### config.mk
export PLATFORM = sky130hd
export DESIGN_NAME = nonce_reporter
export DESIGN_NICKNAME = d
export VERILOG_FILES = /design/src/rtl/miner_pkg.sv /design/src/rtl/nonce_fifo.sv /design/src/rtl/nonce_reporter.sv
export SDC_FILE = /design/constraint.sdc
export NUM_CORES = 1
export LEC_CHECK = 0
export ABC_AREA = 1
export CAP_MARGIN = 20
export CORE_ASPECT_RATIO = 1.5
export CORE_MARGIN = 3
export CORE_UTILIZATION = 55
export CTS_BUF_LIST = sky130_fd_sc_hd__clkbuf_4 sky130_fd_sc_hd__clkbuf_8
export DETAILED_ROUTE_END_ITERATION = 10
export HOLD_SLACK_MARGIN = 0.1
export PLACE_DENSITY = 0.75
export SLEW_MARGIN = 40
export SYNTH_ARGS = -nofsm -noshare
export SYNTH_HDL_FRONTEND = slang
export SYNTH_HIERARCHICAL = 1
export SYNTH_SLANG_ARGS = --single-unit
### constraint.sdc
create_clock -name clk -period 4.6 [get_ports clk]
set_input_delay 0.92 -clock clk [delete_from_list [all_inputs] [get_ports clk]]
set_output_delay 0.92 -clock clk [all_outputs]
set_load 0.05 [all_outputs]
### src/rtl/miner_pkg.sv
// Shared constants and types for the nonce reporting path downstream of the miner.
package miner_pkg;

  localparam int unsigned NONCE_W     = 32;
  localparam int unsigned FRAME_BYTES = 5;

  typedef enum logic [1:0] {
    StIdle,
    StHdr,
    StByte
  } rpt_state_t;

endpackage

### src/rtl/nonce_fifo.sv
// Nonce queue with synchronous flush; pointers carry one extra bit so full and empty differ.
module nonce_fifo
  import miner_pkg::*;
#(
  parameter int unsigned Depth = 4,
  localparam int unsigned Aw   = $clog2(Depth)
) (
  input  logic               clk_i,
  input  logic               rst_ni,
  input  logic               push_i,
  input  logic [NONCE_W-1:0] data_i,
  input  logic               pop_i,
  input  logic               flush_i,
  output logic [NONCE_W-1:0] data_o,
  output logic [Aw:0]        level_o,
  output logic               full_o,
  output logic               empty_o
);

  localparam logic [Aw:0] DepthL = (Aw + 1)'(Depth);

  logic [NONCE_W-1:0] mem_q [Depth];
  logic [Aw:0]        wptr_q, rptr_q;
  logic               push_ok, pop_ok;

  always_comb begin
    level_o = wptr_q - rptr_q;
    full_o  = (level_o == DepthL);
    empty_o = (level_o == '0);
    data_o  = mem_q[rptr_q[Aw-1:0]];
    // A pop in the same cycle frees the slot, so a push into a full queue still lands.
    push_ok = push_i && (!full_o || pop_i);
    pop_ok  = pop_i && !empty_o;
  end

  always_ff @(posedge clk_i) begin
    if (!rst_ni || flush_i) begin
      wptr_q <= '0;
      rptr_q <= '0;
    end else begin
      if (push_ok) wptr_q <= wptr_q + 1'b1;
      if (pop_ok)  rptr_q <= rptr_q + 1'b1;
    end
  end

  always_ff @(posedge clk_i) begin
    if (push_ok && !flush_i) mem_q[wptr_q[Aw-1:0]] <= data_i;
  end

endmodule

### src/rtl/nonce_reporter.sv
// Queues nonces from miner hits and sends each as a sync byte plus four nonce bytes, LSB first.
module nonce_reporter
  import miner_pkg::*;
#(
  parameter int unsigned        DEPTH        = 4,
  parameter logic [NONCE_W-1:0] NONCE_OFFSET = '0,
  parameter logic [7:0]         SYNC_BYTE    = 8'hAA
) (
  input  logic                   clk,
  input  logic                   rst_n,
  input  logic                   found,
  input  logic [NONCE_W-1:0]     result,
  input  logic                   flush,
  output logic [7:0]             tx_data,
  output logic                   tx_valid,
  input  logic                   tx_ready,
  output logic                   busy,
  output logic [$clog2(DEPTH):0] fifo_level,
  output logic                   overflow,
  output logic [7:0]             drop_count
);

  localparam logic [1:0] LastIdx = 2'(FRAME_BYTES - 2);

  rpt_state_t         state_q, state_d;
  logic [NONCE_W-1:0] sr_q, sr_d;
  logic [1:0]         idx_q, idx_d;
  logic [7:0]         tx_data_q, tx_data_d;
  logic               tx_valid_q, tx_valid_d;
  logic               overflow_q, overflow_d;
  logic [7:0]         drop_q, drop_d;

  logic               push, pop, drop, fifo_full, fifo_empty;
  logic [NONCE_W-1:0] fifo_dout;

  // Flush takes priority: a coincident hit is discarded silently and nothing is popped.
  assign push = found && !flush;
  assign pop  = (state_q == StIdle) && !fifo_empty && !flush;
  assign drop = push && fifo_full && !pop;

  nonce_fifo #(
    .Depth (DEPTH)
  ) u_fifo (
    .clk_i   (clk),
    .rst_ni  (rst_n),
    .push_i  (push),
    .data_i  (result - NONCE_OFFSET),
    .pop_i   (pop),
    .flush_i (flush),
    .data_o  (fifo_dout),
    .level_o (fifo_level),
    .full_o  (fifo_full),
    .empty_o (fifo_empty)
  );

  always_comb begin
    state_d    = state_q;
    sr_d       = sr_q;
    idx_d      = idx_q;
    tx_data_d  = tx_data_q;
    tx_valid_d = tx_valid_q;
    overflow_d = overflow_q;
    drop_d     = drop_q;

    unique case (state_q)
      StIdle: begin
        if (pop) begin
          sr_d       = fifo_dout;
          tx_data_d  = SYNC_BYTE;
          tx_valid_d = 1'b1;
          state_d    = StHdr;
        end
      end
      StHdr: begin
        if (tx_ready) begin
          tx_data_d = sr_q[7:0];
          sr_d      = sr_q >> 8;
          idx_d     = '0;
          state_d   = StByte;
        end
      end
      StByte: begin
        if (tx_ready) begin
          if (idx_q == LastIdx) begin
            tx_valid_d = 1'b0;
            state_d    = StIdle;
          end else begin
            tx_data_d = sr_q[7:0];
            sr_d      = sr_q >> 8;
            idx_d     = idx_q + 1'b1;
          end
        end
      end
      default: state_d = StIdle;
    endcase

    if (drop) begin
      overflow_d = 1'b1;
      if (drop_q != 8'hFF) drop_d = drop_q + 1'b1;
    end
  end

  always_ff @(posedge clk) begin
    if (!rst_n) begin
      state_q    <= StIdle;
      sr_q       <= '0;
      idx_q      <= '0;
      tx_data_q  <= '0;
      tx_valid_q <= 1'b0;
      overflow_q <= 1'b0;
      drop_q     <= '0;
    end else begin
      state_q    <= state_d;
      sr_q       <= sr_d;
      idx_q      <= idx_d;
      tx_data_q  <= tx_data_d;
      tx_valid_q <= tx_valid_d;
      overflow_q <= overflow_d;
      drop_q     <= drop_d;
    end
  end

  assign tx_data    = tx_data_q;
  assign tx_valid   = tx_valid_q;
  assign overflow   = overflow_q;
  assign drop_count = drop_q;
  assign busy       = (state_q != StIdle) || (fifo_level != '0);

endmodule

==> metrics, run 1 <==
max-slew violations 0; Worst-Skew Late Latency approximately 0.46 ns; Switching Power 1.30 mW; DRC Markers 0; drt via density between 5 and 6; Clock Skew ~0.013 ns; antenna viol nets, final 0; largest net degree at the start of global routing between 60 and 70; Final HPWL DP between 10 and 15 mm; CP Class flip-flop to output pin; WP data required approximately 3.7 ns; antenna violations before repair 0; Port Buf Inserts 58; Synthesized Nets about 870; post-CTS setup repair buffer count 0; Root Buffer Master clkbuf_8; VDD IR-drop max between 0.2 and 0.3 mV; Clock Power Share between 20% and 30%; worst hold path type flip-flop to flip-flop; RSZ-0062 raised after global routing no; Initial Util between 50 and 60%; DRT Pass-1 Iters 5; Pint between 2 and 3 mW; DR vias 5842; commonest non-fill, non-tap cells in the layout nor2_1 (154), nand2_1 (132), edfxtp_1 (128), o21ai_0 (66), dfxtp_1 (61); achievable clock frequency roughly 270 MHz; Async S/R FF share, synth 0%; Sequential Power Share 50.9%; GPL Wtd Cong 0.818; DRT iter0 DRCs just under 400; Critical Path AT 2.83 ns; # IOs 59; total CTS buffers 17; Slew headroom 52.7%; final period utilization between 80% and 90%; final setup vio count 0; crit end category output pin; CORE AREA between 0.01 and 0.015 mm²; EDFF count, synth approximately 130; placed instance count 1036; Setup TNS Final 0 ns; grt ovf 0; Fillers about 1100; final wirelength about 17 mm; Synth Warn # 6; flops & latches, synth 190; PostCTS Resize Cnt 0; most common cell after layout, fill and taps aside nor2_1; row cnt 53; Synth Flop Type edfxtp_1; Avg Cell Area, Syn 9.90 µm²; P&R area growth vs syn 13.6%; Post-Synthesis Cells 820; library cells used by synthesis 28; hold buffer count at cts 0; CP max FO 5; CTS tree yes; share of cells above drive strength 1 under 10%; n_diodes 0; final std cells w/o fill 1068; Seq/Total Area, Yosys a little over three fifths; Syn Std Cell Area a little over 0.008 mm²; clk sinks 190; Die Wd approximately 110 µm; Final Hold Viols 0; Leak 3.37 nW; total power between 4 and 5 mW; vias in the first global route 5962; outcome finished, final reports clean; fin nets a little over 900; first-pass GRT wire length around 29 mm; H-tree Lvls 4; power density over the cells between 400 and 500 mW/mm²; All-Layer GR Usage around 22%; Net Sw Frac 31.6%; drt wl/cell 16.0 µm; clock-pin slew on the worst setup and hold paths 0.09 ns; Min Clock Period, post-route between 3 and 4 ns; crit start category flip-flop; logic gate share of total power 21.9%; Max clock buf depth 2; die footprint 0.0163 mm²; maxcap violations 0; Die Y 155 µm; Worst-Margin Slew ~0.71 ns
==> Yosys cell counts (2+ instances only) <==
library cell	number	area [µm²]
nand2_2	8	50.1
edfxtp_1	128	3840
nand3_1	58	290
o21ai_0	66	330
buf_6	4	45.0
nand2_1	132	495
o21ai_1	4	20.0
ha_1	13	163
xor2_1	2	17.5
a21boi_0	24	180
clkbuf_1	16	60.1
inv_2	4	15.0
a21oi_1	15	75.1
nand4_1	3	18.8
nand3_2	2	20.0
buf_2	19	95.1
buf_1	5	18.8
nor2_1	158	593
nor2_2	20	125
dfxtp_1	62	1240
o22ai_1	32	200
inv_1	39	146
==> critical path: stages (launching register included) <==
cell	delay, ns
dfxtp_1	0.42
inv_1	0.12
ha_1	0.22
fa_1	0.39
inv_1	0.08
nand3_2	0.11
nand2_2	0.13
nor3_1	0.05
nand2_1	0.05
clkdlybuf4s50_1	0.80
==> path summary, 6_finish.rpt <==
check | startpoint | end | slack [ns] | cells past startpoint
worst max-delay path | u_fifo/wptr_q[0] | busy | 0.85 | 9
worst min-delay path | sr_q[16] | sr_q[16] | 0.48 | 2
worst max register to register | u_fifo/wptr_q[0] | u_fifo/mem_q[2][18] | 1.15 | 15
worst min register to register | sr_q[16] | sr_q[16] | 0.48 | 2
==> registers in the layout, summed over array words and instances (netlist names), 2 cells and up, named ones only <==
name,count
state_q,2
u_fifo/rptr_q,3
drop_count,8
tx_data,8
sr_q,32
u_fifo/mem_q,128
idx_q,2
u_fifo/wptr_q,3
==> routing by layer <==
metal | vias to the layer above | track usage (%) | wire length, µm
li1 | 2863 | - | -
met1 | 2797 | 27.0 | 7000
met2 | 158 | 38.0 | 8910
met3 | 24 | 5.47 | 847
met4 | 0 | 9.07 | 363
met5 | - | 0 | 0
==> power groups by stage <==
stage / logic, mW / registers, mW / clock network (mW)
3_3_place_gp: 0.877 / 2.12 / 0
4_1_cts: 0.903 / 2.08 / 1.14
3_5_place_dp: 0.897 / 2.12 / 0
5_1_grt: 1.01 / 2.11 / 1.21
2_1_floorplan: 0.580 / 2.21 / 0
6_report: 0.899 / 2.09 / 1.12
==> layout make-up <==
| cell class | instances | area, µm² | area share, % |
|---|---|---|---|
| inverter | 43 | 164 | 1.78 |
| multi-input combinational | 543 | 2660 | 28.9 |
| timing repair buffer | 68 | 656 | 7.11 |
| clock buffer | 19 | 262 | 2.84 |
| clock inverter | 13 | 150 | 1.63 |
| tap | 192 | 240 | 2.61 |
| sequential | 190 | 5090 | 55.2 |
==> cells by family (layout without fill, tap and decap cells) <==
| kind of cell | Yosys count | count (layout) | share of synthesized area (%) |
|---|---|---|---|
| AOI/OAI and AO/OA | 142 | 142 | 10.0 |
| adders and majority gates | 14 | 14 | 2.25 |
| and+or+nand+nor | 385 | 385 | 20.2 |
| xor gates and xnor gates | 2 | 2 | 0.216 |
| DFF | 190 | 190 | 62.6 |
| buffers and inverters | 87 | 143 | 4.69 |
==> through the flow <==
stage          setup WS [ns]  hold slack, ns  area (µm²)  utilization [%]
3_3_place_gp            1.25           0.451        8810             61.8
5_1_grt                0.647           0.506        9220             64.7
4_1_cts                0.808           0.480        9220             64.7
3_5_place_dp            1.17           0.459        8810             61.8
2_1_floorplan          0.757           0.439        8120                -
6_report               0.846           0.476        9220             64.7
(Power assumes the default switching activity.)
==> inputs of run 2 (changes only) <==
- PLACE_DENSITY: 0.75 -> 0.78
- clock period: 4.6 -> 3.1 ns (I/O delays scaled with it)
==> metrics, run 2 (same netlist as run 1, synthesis figures left out) <==
Root Buffer Master clkbuf_8; Worst-Skew Late Latency between 0.4 and 0.5 ns; CP Cell Sequence inv_1 -> ha_1 -> fa_1 -> nand2_1 -> inv_1 -> nand3_2 -> inv_1 -> inv_1 -> nand2_1 -> nor2_4 -> inv_1 -> nand3_4 -> nand3_4 -> nor2_4 -> clkbuf_16; Slowest Stage Delay on Critical Path roughly 0.47 ns; Post-Place Worst Slack roughly 0.012 ns; Slew headroom between 40% and 50%; largest net degree at the start of global routing 65; H-tree Lvls 4; crit start category flip-flop; max reg flops between 100 and 150; CORE AREA roughly 0.014 mm²; Final HPWL DP 10.8 mm; grt ovf 0; DRT Pass-1 Iters 5; DRC Markers 0; max-slew violations 0; final core utilization around two thirds; antenna viol nets, final 0; drt wl/cell roughly 17 µm; final period utilization roughly 95%; die footprint ~0.016 mm²; CP max FO 16; outcome finished, final reports clean; crit end category flip-flop; Post-DP Area 0.00893 mm²; footprint of the multi-input gates about 0.0027 mm²; CP max-delay cell fa_1; Fillers 1096; maxcap violations 0; row cnt between 50 and 60; # IOs slightly below 60; vias in the first global route 5583; Worst-Margin Slew 0.835 ns; setup ws final around 0.16 ns; placed instance count 1042; Port Buf Inserts between 50 and 60; final setup vio count 0; CTS tree yes; Die Wd around 110 µm; DRT iter0 DRCs 411; FF/Latch Area between 0.005 and 0.006 mm²; clk sinks 190; Max clock buf depth 2; Initial Util between 50% and 60%; worst hold path type flip-flop to flip-flop; P&R area growth vs syn 16.0%; Clock Skew between 0.01 and 0.015 ns; WP data required between 3 and 4 ns; GPL Wtd Cong roughly 0.81; commonest non-fill, non-tap cells in the layout nor2_1 (153), nand2_1 (132), edfxtp_1 (128), o21ai_0 (66), dfxtp_1 (60); CP dominant cell by count inv_1; power density over the cells about 640 mW/mm²; fin area approximately 0.0094 mm²; first-pass GRT wire length approximately 28 mm; Min Clock Period, post-route roughly 2.9 ns; Leak around 3.4 nW; Die Y 155 µm; drt via density roughly 5.5; n_diodes 0; clock-pin slew on the worst setup and hold paths ~0.10 ns; Critical Path AT between 3 and 4 ns; achievable clock frequency roughly 340 MHz; hold slack between 0.4 and 0.5 ns; hold buffer count at cts 0; Final Hold Viols 0; All-Layer GR Usage 21.8%; total CTS buffers 17; VDD IR-drop max between 0.4 and 0.5 mV; most common cell after layout, fill and taps aside nor2_1; CP Class flip-flop to flip-flop; share of cells above drive strength 1 10.8%; final wirelength 17.8 mm; DR vias 5879; fin nets 923; final std cells w/o fill about 1100; antenna violations before repair 0
-- run 2: path summary, 6_finish.rpt --
| path | from | to | slack, ns | cells after the start |
|---|---|---|---|---|
| worst min register to register | tx_data[2] | tx_data[2] | 0.47 | 2 |
| worst min-delay path | tx_data[2] | tx_data[2] | 0.47 | 2 |
| worst max-delay path | u_fifo/wptr_q[0] | u_fifo/mem_q[2][14] | 0.16 | 15 |
| worst max register to register | u_fifo/wptr_q[0] | u_fifo/mem_q[2][14] | 0.16 | 15 |
-- run 2: timing repair --
item,in CTS,in global routing
gates resized for setup,2,7
pin swaps,0,1
gates cloned,0,3
setup endpoints to repair,61,105
setup buffers,0,0
-- run 2: layout make-up --
class	instances	area share, %
clock buffer	17	2.48
clock inverter	15	1.58
inverter	43	1.71
multi-input combinational	543	28.7
sequential	190	54.0
tap	192	2.55
timing repair buffer	77	8.97
-- run 2: metal layers --
layer  global-route usage (%)  routed length, µm  vias to the layer above
li1                         -                  -                     2883
met1                     26.9               6990                     2782
met2                     39.1               9560                      197
met3                     3.05                982                       17
met4                     7.13                248                        0
met5                        0                  0                        -
-- run 2: critical path, delay by kind of cell, from the launching register on --
kind / cells / cell delay (ns)
AND/OR/NAND/NOR: 7 / 0.95
adder cells (fa/ha/maj): 2 / 0.68
buffers and inverters: 6 / 0.64
flip-flops: 1 / 0.38
-- run 2: stage by stage --
step / total power, mW / TNS (ns)
final: 6.07 / 0
after detailed placement: 4.53 / 0
after global routing: 6.41 / -0.0124
after CTS: 6.10 / 0
after floorplan: 4.15 / -25.29
after global placement: 4.50 / 0
-- run 2: power by group --
part	internal [mW]	total [mW]	switching [mW]
Combinational	0.473	1.39	0.921
Clock	0.665	1.58	0.916
Sequential	2.96	3.10	0.138
Total	4.10	6.07	1.98
